===== src/rtl/demux_slot_scheduler_if.sv =====
// Bus between the serial source/controller and the demux slot scheduler.
interface demux_slot_scheduler_if #(
    parameter int SLOT_W = 4
);
    logic              start;
    logic              stop;
    logic [3:0]        ch_en;
    logic [SLOT_W-1:0] slot_len;
    logic              din;
    logic              din_valid;
    logic [1:0]        sel;
    logic [3:0]        dout;
    logic [3:0]        dout_valid;
    logic              busy;
    logic              slot_start;
    logic              frame_done;

    modport master (
        output start, stop, ch_en, slot_len, din, din_valid,
        input  sel, dout, dout_valid, busy, slot_start, frame_done
    );

    modport slave (
        input  start, stop, ch_en, slot_len, din, din_valid,
        output sel, dout, dout_valid, busy, slot_start, frame_done
    );
endinterface


===== src/rtl/demux_slot_scheduler.sv =====
// Round-robin time-slot scheduler for a 1-to-4 serial demux with registered
// per-channel outputs, slot-start and frame-done markers.
module demux_slot_scheduler #(
    parameter int SLOT_W = 4
) (
    input  logic                    clk,
    input  logic                    rst_n,
    demux_slot_scheduler_if.slave   bus
);
    localparam logic [0:0] IDLE   = 1'b0;
    localparam logic [0:0] ACTIVE = 1'b1;

    logic [0:0]        state_q, state_d;
    logic [1:0]        sel_q, sel_d;
    logic [SLOT_W-1:0] cnt_q, cnt_d;
    logic [SLOT_W-1:0] len_q, len_d;
    logic              stop_pend_q, stop_pend_d;
    logic              slot_start_q, slot_start_d;
    logic [3:0]        dout_q, dout_d;
    logic [3:0]        dout_valid_q, dout_valid_d;

    logic              slot_last;
    logic              leave;
    logic              wrap;
    logic [1:0]        nxt;

    // Circular search starting just above cur; returns cur when nothing is enabled.
    function automatic logic [1:0] next_ch(input logic [3:0] en, input logic [1:0] cur);
        logic [1:0] idx;
        logic [1:0] res;
        logic       found;
        res   = cur;
        found = 1'b0;
        for (int i = 1; i <= 4; i++) begin
            idx = cur + 2'(i);
            if (!found && en[idx]) begin
                res   = idx;
                found = 1'b1;
            end
        end
        return res;
    endfunction

    function automatic logic [SLOT_W-1:0] eff_len(input logic [SLOT_W-1:0] l);
        return (l == '0) ? SLOT_W'(1) : l;
    endfunction

    always_comb begin
        state_d      = state_q;
        sel_d        = sel_q;
        cnt_d        = cnt_q;
        len_d        = len_q;
        stop_pend_d  = stop_pend_q;
        slot_start_d = 1'b0;

        slot_last = (state_q == ACTIVE) && (cnt_q == len_q - SLOT_W'(1));
        nxt       = next_ch(bus.ch_en, sel_q);
        wrap      = (nxt <= sel_q);
        leave     = stop_pend_q || bus.stop || (bus.ch_en == 4'b0000);

        case (state_q)
            IDLE: begin
                // Searching "above 3" wraps to bit 0, giving the lowest enabled channel.
                if (bus.start && !bus.stop && (bus.ch_en != 4'b0000)) begin
                    state_d      = ACTIVE;
                    sel_d        = next_ch(bus.ch_en, 2'd3);
                    cnt_d        = '0;
                    len_d        = eff_len(bus.slot_len);
                    stop_pend_d  = 1'b0;
                    slot_start_d = 1'b1;
                end
            end
            default: begin
                if (bus.stop) stop_pend_d = 1'b1;
                if (slot_last) begin
                    if (leave) begin
                        state_d     = IDLE;
                        stop_pend_d = 1'b0;
                    end else begin
                        sel_d        = nxt;
                        cnt_d        = '0;
                        len_d        = eff_len(bus.slot_len);
                        slot_start_d = 1'b1;
                    end
                end else begin
                    cnt_d = cnt_q + SLOT_W'(1);
                end
            end
        endcase

        dout_d       = 4'b0000;
        dout_valid_d = 4'b0000;
        if (state_q == ACTIVE) begin
            dout_d       = (4'b0001 << sel_q) & {4{bus.din & bus.din_valid}};
            dout_valid_d = (4'b0001 << sel_q) & {4{bus.din_valid}};
        end
    end

    always_ff @(posedge clk or negedge rst_n) begin
        if (!rst_n) begin
            state_q      <= IDLE;
            sel_q        <= 2'd0;
            cnt_q        <= '0;
            len_q        <= SLOT_W'(1);
            stop_pend_q  <= 1'b0;
            slot_start_q <= 1'b0;
            dout_q       <= 4'b0000;
            dout_valid_q <= 4'b0000;
        end else begin
            state_q      <= state_d;
            sel_q        <= sel_d;
            cnt_q        <= cnt_d;
            len_q        <= len_d;
            stop_pend_q  <= stop_pend_d;
            slot_start_q <= slot_start_d;
            dout_q       <= dout_d;
            dout_valid_q <= dout_valid_d;
        end
    end

    assign bus.sel        = sel_q;
    assign bus.dout       = dout_q;
    assign bus.dout_valid = dout_valid_q;
    assign bus.busy       = (state_q == ACTIVE);
    assign bus.slot_start = slot_start_q;
    assign bus.frame_done = slot_last && (wrap || leave);
endmodule


===== src/flat_wrapper.sv =====
// flat-port wrapper written by rule: the top's interface ports become plain ports
module demux_slot_scheduler_flat 
#(
    parameter int SLOT_W = 4
)
  (clk, rst_n, bus_start, bus_stop, bus_ch_en, bus_slot_len, bus_din, bus_din_valid, bus_sel, bus_dout, bus_dout_valid, bus_busy, bus_slot_start, bus_frame_done);
  demux_slot_scheduler_if #(.SLOT_W(SLOT_W)) bus_i ();
  input  logic clk;
  input  logic rst_n;
  input wire logic [$bits(bus_i.start)-1:0] bus_start;
  input wire logic [$bits(bus_i.stop)-1:0] bus_stop;
  input wire logic [$bits(bus_i.ch_en)-1:0] bus_ch_en;
  input wire logic [$bits(bus_i.slot_len)-1:0] bus_slot_len;
  input wire logic [$bits(bus_i.din)-1:0] bus_din;
  input wire logic [$bits(bus_i.din_valid)-1:0] bus_din_valid;
  output wire logic [$bits(bus_i.sel)-1:0] bus_sel;
  output wire logic [$bits(bus_i.dout)-1:0] bus_dout;
  output wire logic [$bits(bus_i.dout_valid)-1:0] bus_dout_valid;
  output wire logic [$bits(bus_i.busy)-1:0] bus_busy;
  output wire logic [$bits(bus_i.slot_start)-1:0] bus_slot_start;
  output wire logic [$bits(bus_i.frame_done)-1:0] bus_frame_done;
  assign bus_i.start = bus_start;
  assign bus_i.stop = bus_stop;
  assign bus_i.ch_en = bus_ch_en;
  assign bus_i.slot_len = bus_slot_len;
  assign bus_i.din = bus_din;
  assign bus_i.din_valid = bus_din_valid;
  assign bus_sel = bus_i.sel;
  assign bus_dout = bus_i.dout;
  assign bus_dout_valid = bus_i.dout_valid;
  assign bus_busy = bus_i.busy;
  assign bus_slot_start = bus_i.slot_start;
  assign bus_frame_done = bus_i.frame_done;
  demux_slot_scheduler #(.SLOT_W(SLOT_W)) u_core (.clk(clk), .rst_n(rst_n), .bus(bus_i));
endmodule

===== config.mk =====
export PLATFORM = sky130hd
export DESIGN_NAME = demux_slot_scheduler_flat
export DESIGN_NICKNAME = d
export VERILOG_FILES = /design/src/rtl/demux_slot_scheduler_if.sv /design/src/rtl/demux_slot_scheduler.sv /design/src/flat_wrapper.sv
export SDC_FILE = /design/constraint.sdc
export NUM_CORES = 1
export LEC_CHECK = 0
export ABC_AREA = 1
export BUFFER_PORTS_ARGS = -buffer_cell sky130_fd_sc_hd__buf_2
export CAP_MARGIN = 20
export CORE_ASPECT_RATIO = 0.5
export CORE_UTILIZATION = 48
export DETAILED_ROUTE_END_ITERATION = 10
export PLACE_DENSITY = 0.77
export SLEW_MARGIN = 10
export SYNTH_ARGS = -nofsm -noshare
export SYNTH_HDL_FRONTEND = slang
export SYNTH_SLANG_ARGS = --single-unit

===== constraint.sdc =====
create_clock -name clk -period 2.3 [get_ports clk]
set_input_delay 0.345 -clock clk [delete_from_list [all_inputs] [get_ports clk]]
set_output_delay 0.345 -clock clk [all_outputs]
set_load 0.01 [all_outputs]

Word-level counts from Yosys, hierarchy flattened
Cells that the tools add are included.
Widths: inputs -> output; s select.
{"block": "word_totals", "ff_bits": 21, "latch_bits": 0, "ram_bits": 0, "mem_bits_ro": 0, "input_bits": 14, "output_inout_bits": 13, "wordCells": 106, "memories": 0}
{"block": "classes", "n_addsub": 5, "mul": 0, "div": 0, "n_lt_le_gt_ge": 5, "n_eq_ne": 4, "n_shift": 1, "n_mux": 54, "bitwise_logic": 3, "reduce_logical": 26}
{"op": "$mux 4", "count": 11}
{"op": "$mux 1", "count": 27}
{"op": "$mux 2", "count": 12}
{"op": "$lt 2x3->1 const B", "count": 4}
{"op": "$logic_and 1x1->1", "count": 10}
{"op": "$and 4x4->4", "count": 2}
{"op": "$bmux 1 s2", "count": 4}
{"op": "$logic_not 4->1", "count": 2}
{"op": "$logic_not 1->1", "count": 7}
{"op": "$add 2x2->2 const B", "count": 2}
{"op": "$add 4x1->4 const B", "count": 1}
{"op": "$eq 4x4->1", "count": 1}
{"op": "$ne 2x2->1 const B", "count": 2}
{"op": "$reduce_bool 4->1", "count": 1}
{"op": "$shl 1x2->4 const A", "count": 1}
{"op": "$sub 4x1->4 const B", "count": 1}
{"op": "$logic_or 1x1->1", "count": 3}
{"op": "$ne 3x3->1 const B", "count": 1}
{"op": "$reduce_and 3->1", "count": 1}
{"op": "$add 2x1->2 const B", "count": 1}
{"op": "$le 2x2->1", "count": 1}
{"op": "$reduce_and 2->1", "count": 1}
{"op": "$reduce_bool 2->1", "count": 1}
{"op": "$and 1x1->1", "count": 1}

Longest topological paths before layout
{"block": "depth", "depth_word": 20, "mapped_depth": 16, "ltp_nobuf": 16}

Least setup slack after synthesis
Ideal clock, no wire load.
{"block": "synth_path", "kind": "register -> output", "start": "register u_core.sel_q[0], in the netlist u_core.bus.sel[0]", "end": "output bus_frame_done", "arrival_ns": 2.253, "required_ns": 1.955, "slack_ns": -0.298, "path_stages_with_launch": 15, "path_buffers": 0, "cell_sequence": "dfrtp_1 > inv_2 > ha_1 > inv_1 > nand3_2 > nand2_1 > inv_2 > nand3_2 > nand2_1 > nand2_1 > inv_1 > ha_1 > a21oi_1 > a211oi_1 > nor3_1"}
{"block": "synth_between", "elab_chain_cells": 16, "elab_cells_between_ends": 27, "cone_classes": "add/sub (3); order compare (1); mux (15); reduce/logical (8)"}
{"element": "from (decl)", "line_no": "demux_slot_scheduler.sv:14", "rtl": "logic [1:0] sel_q, sel_d;"}
{"element": "from (signal assigned)", "line_no": "demux_slot_scheduler.sv:111", "rtl": "sel_q <= sel_d;"}
{"element": "$add 2x1->2", "line_no": "demux_slot_scheduler.sv:35", "rtl": "idx = cur + 2'(i);"}
{"element": "$bmux 1 s2", "line_no": "demux_slot_scheduler.sv:36", "rtl": "if (!found && en[idx]) begin"}
{"element": "$mux 1 (implied by the code)", "line_no": "demux_slot_scheduler.sv:36"}
{"element": "$mux 1", "line_no": "demux_slot_scheduler.sv:36"}
{"element": "$logic_not 1->1", "line_no": "demux_slot_scheduler.sv:36"}
{"element": "$logic_and 1x1->1", "line_no": "demux_slot_scheduler.sv:36"}
{"element": "$mux 1", "line_no": "demux_slot_scheduler.sv:36"}
{"element": "$logic_not 1->1", "line_no": "demux_slot_scheduler.sv:36"}
{"element": "$logic_and 1x1->1", "line_no": "demux_slot_scheduler.sv:36"}
{"element": "$mux 1", "line_no": "demux_slot_scheduler.sv:36"}
{"element": "$logic_not 1->1", "line_no": "demux_slot_scheduler.sv:36"}
{"element": "$logic_and 1x1->1", "line_no": "demux_slot_scheduler.sv:36"}
{"element": "$mux 2", "line_no": "demux_slot_scheduler.sv:36"}
{"element": "$le 2x2->1 *", "line_no": "demux_slot_scheduler.sv:58", "rtl": "wrap = (nxt <= sel_q);"}
{"element": "$logic_or 1x1->1 *", "line_no": "demux_slot_scheduler.sv:126", "rtl": "assign bus.frame_done = slot_last && (wrap || leave);"}
{"element": "$logic_and 1x1->1 *", "line_no": "demux_slot_scheduler.sv:126"}
{"element": "to (decl)", "line_no": "flat_wrapper.sv:21", "rtl": "output wire logic [$bits(bus_i.frame_done)-1:0] bus_frame_done;"}
Mark *: on every way between the ends. The rest lies on a longest branch, timed or not. The select of a mux whose other input is x is not followed.

Final worst setup path
Ends and elaborated chain as after synthesis.

==> metrics.yaml <==
status:
  status: "complete, but fails checks"
  violations: "setup timing"
critical_path:
  cp-start-kind: "flip-flop"
  path_class: "reg -> out"
  crit_required_ns: 1.96
  worst_ep_arrival_time_ns: 2.31
  cp_max_fo: 4
  crit_path_end_kind: "output pin"
sta:
  hold_viol: 0
  worst_slew_pin_slew_ns: 0.456
  skew_ns: 0.00278
  min_period_ns: 2.66
  maxSlewViolCount: 0
  fin_crit_sh: 1.16
  fin_ws_ns: -0.359
  rsz0062_at_grt: "yes"
  relSlewSlack: 0.696
  max_freq_ghz: 0.376
  setup_viol: 1
global_routing:
  antenna_found_initial: 0
  grtUsageTotal: 0.210
  grt_pass1_wl_mm: 4.78
  grt_start_max_net_pins: 22
  grt_pass1_vias: 1111
  grt_overflow: 0
placed_design:
  place.port_buffers: 26
  place_congestion: 0.870
  hpwlAfterDp_mm: 2.15
synthesis:
  synth_area_per_cell_sq_um: 7.75
  seq_area_frac_synth: 0.400
  syn_inst: 170
  synth_top_area_frac: 0.380
  yosys_warnings: 0
  synth_top_cells_by_area: "dfrtp_1, nand2_1, inv_1"
  syn_nets: 192
  ys_seq_elements: 21
  ys_types: 23
  synth_edf_count: 0
  synth_ff_type: "dfrtp_1"
  synth_area_sq_um: 1320
  yosys.area.top_type: "dfrtp_1"
  synth-async-reset-ratio: 1.00
  ys_top_cells_by_count: "nand2_1, inv_1, dfrtp_1, nand3_1, nor2_1"
  synth_most_common_cell: "nand2_1"
cells_and_area:
  syn_to_final_growth_pct: 24.0
  diodes: 0
  nets: 227
  drive_gt1_frac: 0.319
  post-route-util: 0.680
clock_tree:
  root_buffer: "clkbuf_8"
  cts_hold_buffers: 0
  htreeDepth: 1
  max-clock-path-buffers: 2
  cts.clk_slew.worst_paths_ns: 0.07
  cts.sinks: 21
  cts_buffers: 3
  cts_tree: "done"
  worst_skew_pair.late_latency_ns: 0.25
route:
  drt.antenna.violating_nets: 0
  drt_pre_antenna_iters: 4
  drt_iter0_markers: 37
  wirelength_mm: 2.83
  drcViolationCount: 0
  wl_per_cell_um: 11.9
  viasPerCell: 4.90
  via_count: 1170
floorplanning:
  row_count: 12
  start_util: 0.548
  io_pins: 27
  fp.dieW_um: 76.1
  core-area_sq_um: 2400
  die_h_um: 39.0
  dieArea_sq_um: 2970
pwr:
  power_density_nw_per_um2: 1440
  p_sw_mw: 1.09
  p_int_mw: 1.25
  p_sw_frac: 0.466
  p_leak_nw: 0.912
  p_total_mw: 2.35
  clkPwrFrac: 0.101
  p_comb_frac: 0.636
  p_seq_frac: 0.263
  peakVddDrop_uv: 668
min_path:
  holdCritPathClass: "in -> async"
job:
  cap_violations: 0
[critical path, stage by stage, from the launching register on]
cell,delay (ns)
dfrtp_2,0.40
inv_4,0.05
ha_4,0.30
nand3_2,0.12
a21oi_1,0.16
nand2_1,0.08
nand2_2,0.06
nand2_2,0.06
inv_2,0.06
ha_4,0.20
a21oi_2,0.14
a211oi_2,0.07
nor3_2,0.19
buf_2,0.16
[area by class of cell]
cell class / count / area, sq um
repair buffers: 32 / 179
flip-flops and latches: 21 / 529
well taps: 35 / 43.8
multi-input cells: 117 / 717
clock buffers: 4 / 45.0
fillers: 213 / 768
inverters: 30 / 120
[power groups by stage]
stage               Clock (mW)  Combinational (mW)  Sequential (mW)
finish                   0.237                1.49            0.616
CTS                      0.238                1.39            0.617
floorplan                    0               0.933            0.639
detailed placement           0                1.25            0.624
global route             0.258                1.66            0.637
global placement             0                1.20            0.616
[state kept, by name, indices dropped and copies added (netlist names)]
signal	flops
u_core.bus.dout	4
u_core.bus.dout_valid	4
u_core.cnt_q	4
u_core.len_q	4
u_core.bus.sel	2
u_core.bus.busy	1
u_core.bus.slot_start	1
u_core.stop_pend_q	1
[per-stage QoR]
step	cell area, sq um	TNS [ns]	hold WS, ns	setup WS, ns	std cells
2_1_floorplan	1340	0	0.0494	0.00191	170
3_3_place_gp	1520	-0.00174	0.317	-0.00174	233
3_5_place_dp	1520	-0.145	0.321	-0.145	233
4_1_cts	1600	-0.279	0.0465	-0.279	238
5_1_grt	1630	-0.467	0.0612	-0.467	239
6_report	1630	-0.359	0.0311	-0.359	239
[layer usage]
| metal | vias to the layer above | GRT usage | routed length (um) | share of wire |
|---|---|---|---|---|
| li1 | 601 | - | - | - |
| met1 | 550 | 0.247 | 1330 | 0.47 |
| met2 | 17 | 0.425 | 1430 | 0.50 |
| met3 | 2 | 0.0306 | 63 | 0.022 |
| met4 | 0 | 0.0481 | 12 | 0.0042 |
| met5 | - | 0 | 0 | 0 |
[kinds of logic (layout without fill, tap and decap cells)]
family | after synthesis | in the layout | share of synthesized area
flip-flops | 21 | 21 | 0.400
buffers and inverters | 32 | 66 | 0.104
AND/OR/NAND/NOR | 90 | 90 | 0.319
AO/OA/AOI/OAI | 15 | 15 | 0.0741
XOR/XNOR | 4 | 4 | 0.0266
adder cells (fa/ha/maj) | 8 | 8 | 0.0760
[layout by cell type (no fill, tap or decap)]
cell type and count:
nand2_1 44, buf_2 26, inv_1 25, dfrtp_1 18
nand3_1 13, nor2_1 10, ha_1 6, nor3_1 5
o21ai_2 5, buf_4 5, nand2_2 4, a21oi_1 4
inv_4 3, nand3_2 3, nand2_4 3, nand3b_1 3
o21ai_0 3, clkbuf_8 3, nand4_1 2, inv_2 2
xnor2_1 2, xor2_1 2, ha_4 2, dfrtp_2 2
nand3_4 1, nor2_2 1, a21oi_2 1, a211oi_2 1
nor3_2 1, a31oi_1 1, clkbuf_1 1, buf_6 1
dfstp_2 1
[timing repair]
action / CTS / global route
endpoints found under the hold margin: 0 / 0
pin swaps: 5 / 10
endpoints found under the setup margin: 1 / 1
buffers inserted: 1 / 1
resized for setup: 6 / 7
[final timing paths]
path                                   startpoint                        to  slack, ns  cells after the start
worst max-delay path            u_core.bus.sel[0]            bus_frame_done      -0.36                     13
worst min-delay path                        rst_n  u_core.bus.dout_valid[1]       0.03                      1
worst max register to register    u_core.len_q[0]         u_core.bus.sel[1]       0.38                     10
worst min register to register    u_core.len_q[0]           u_core.len_q[0]       0.51                      2
max in group asynchronous                   rst_n           u_core.len_q[0]       1.93                      1
min in group clk                  bus_slot_len[3]           u_core.len_q[3]       0.35                      3
(Power assumes the default switching activity.)
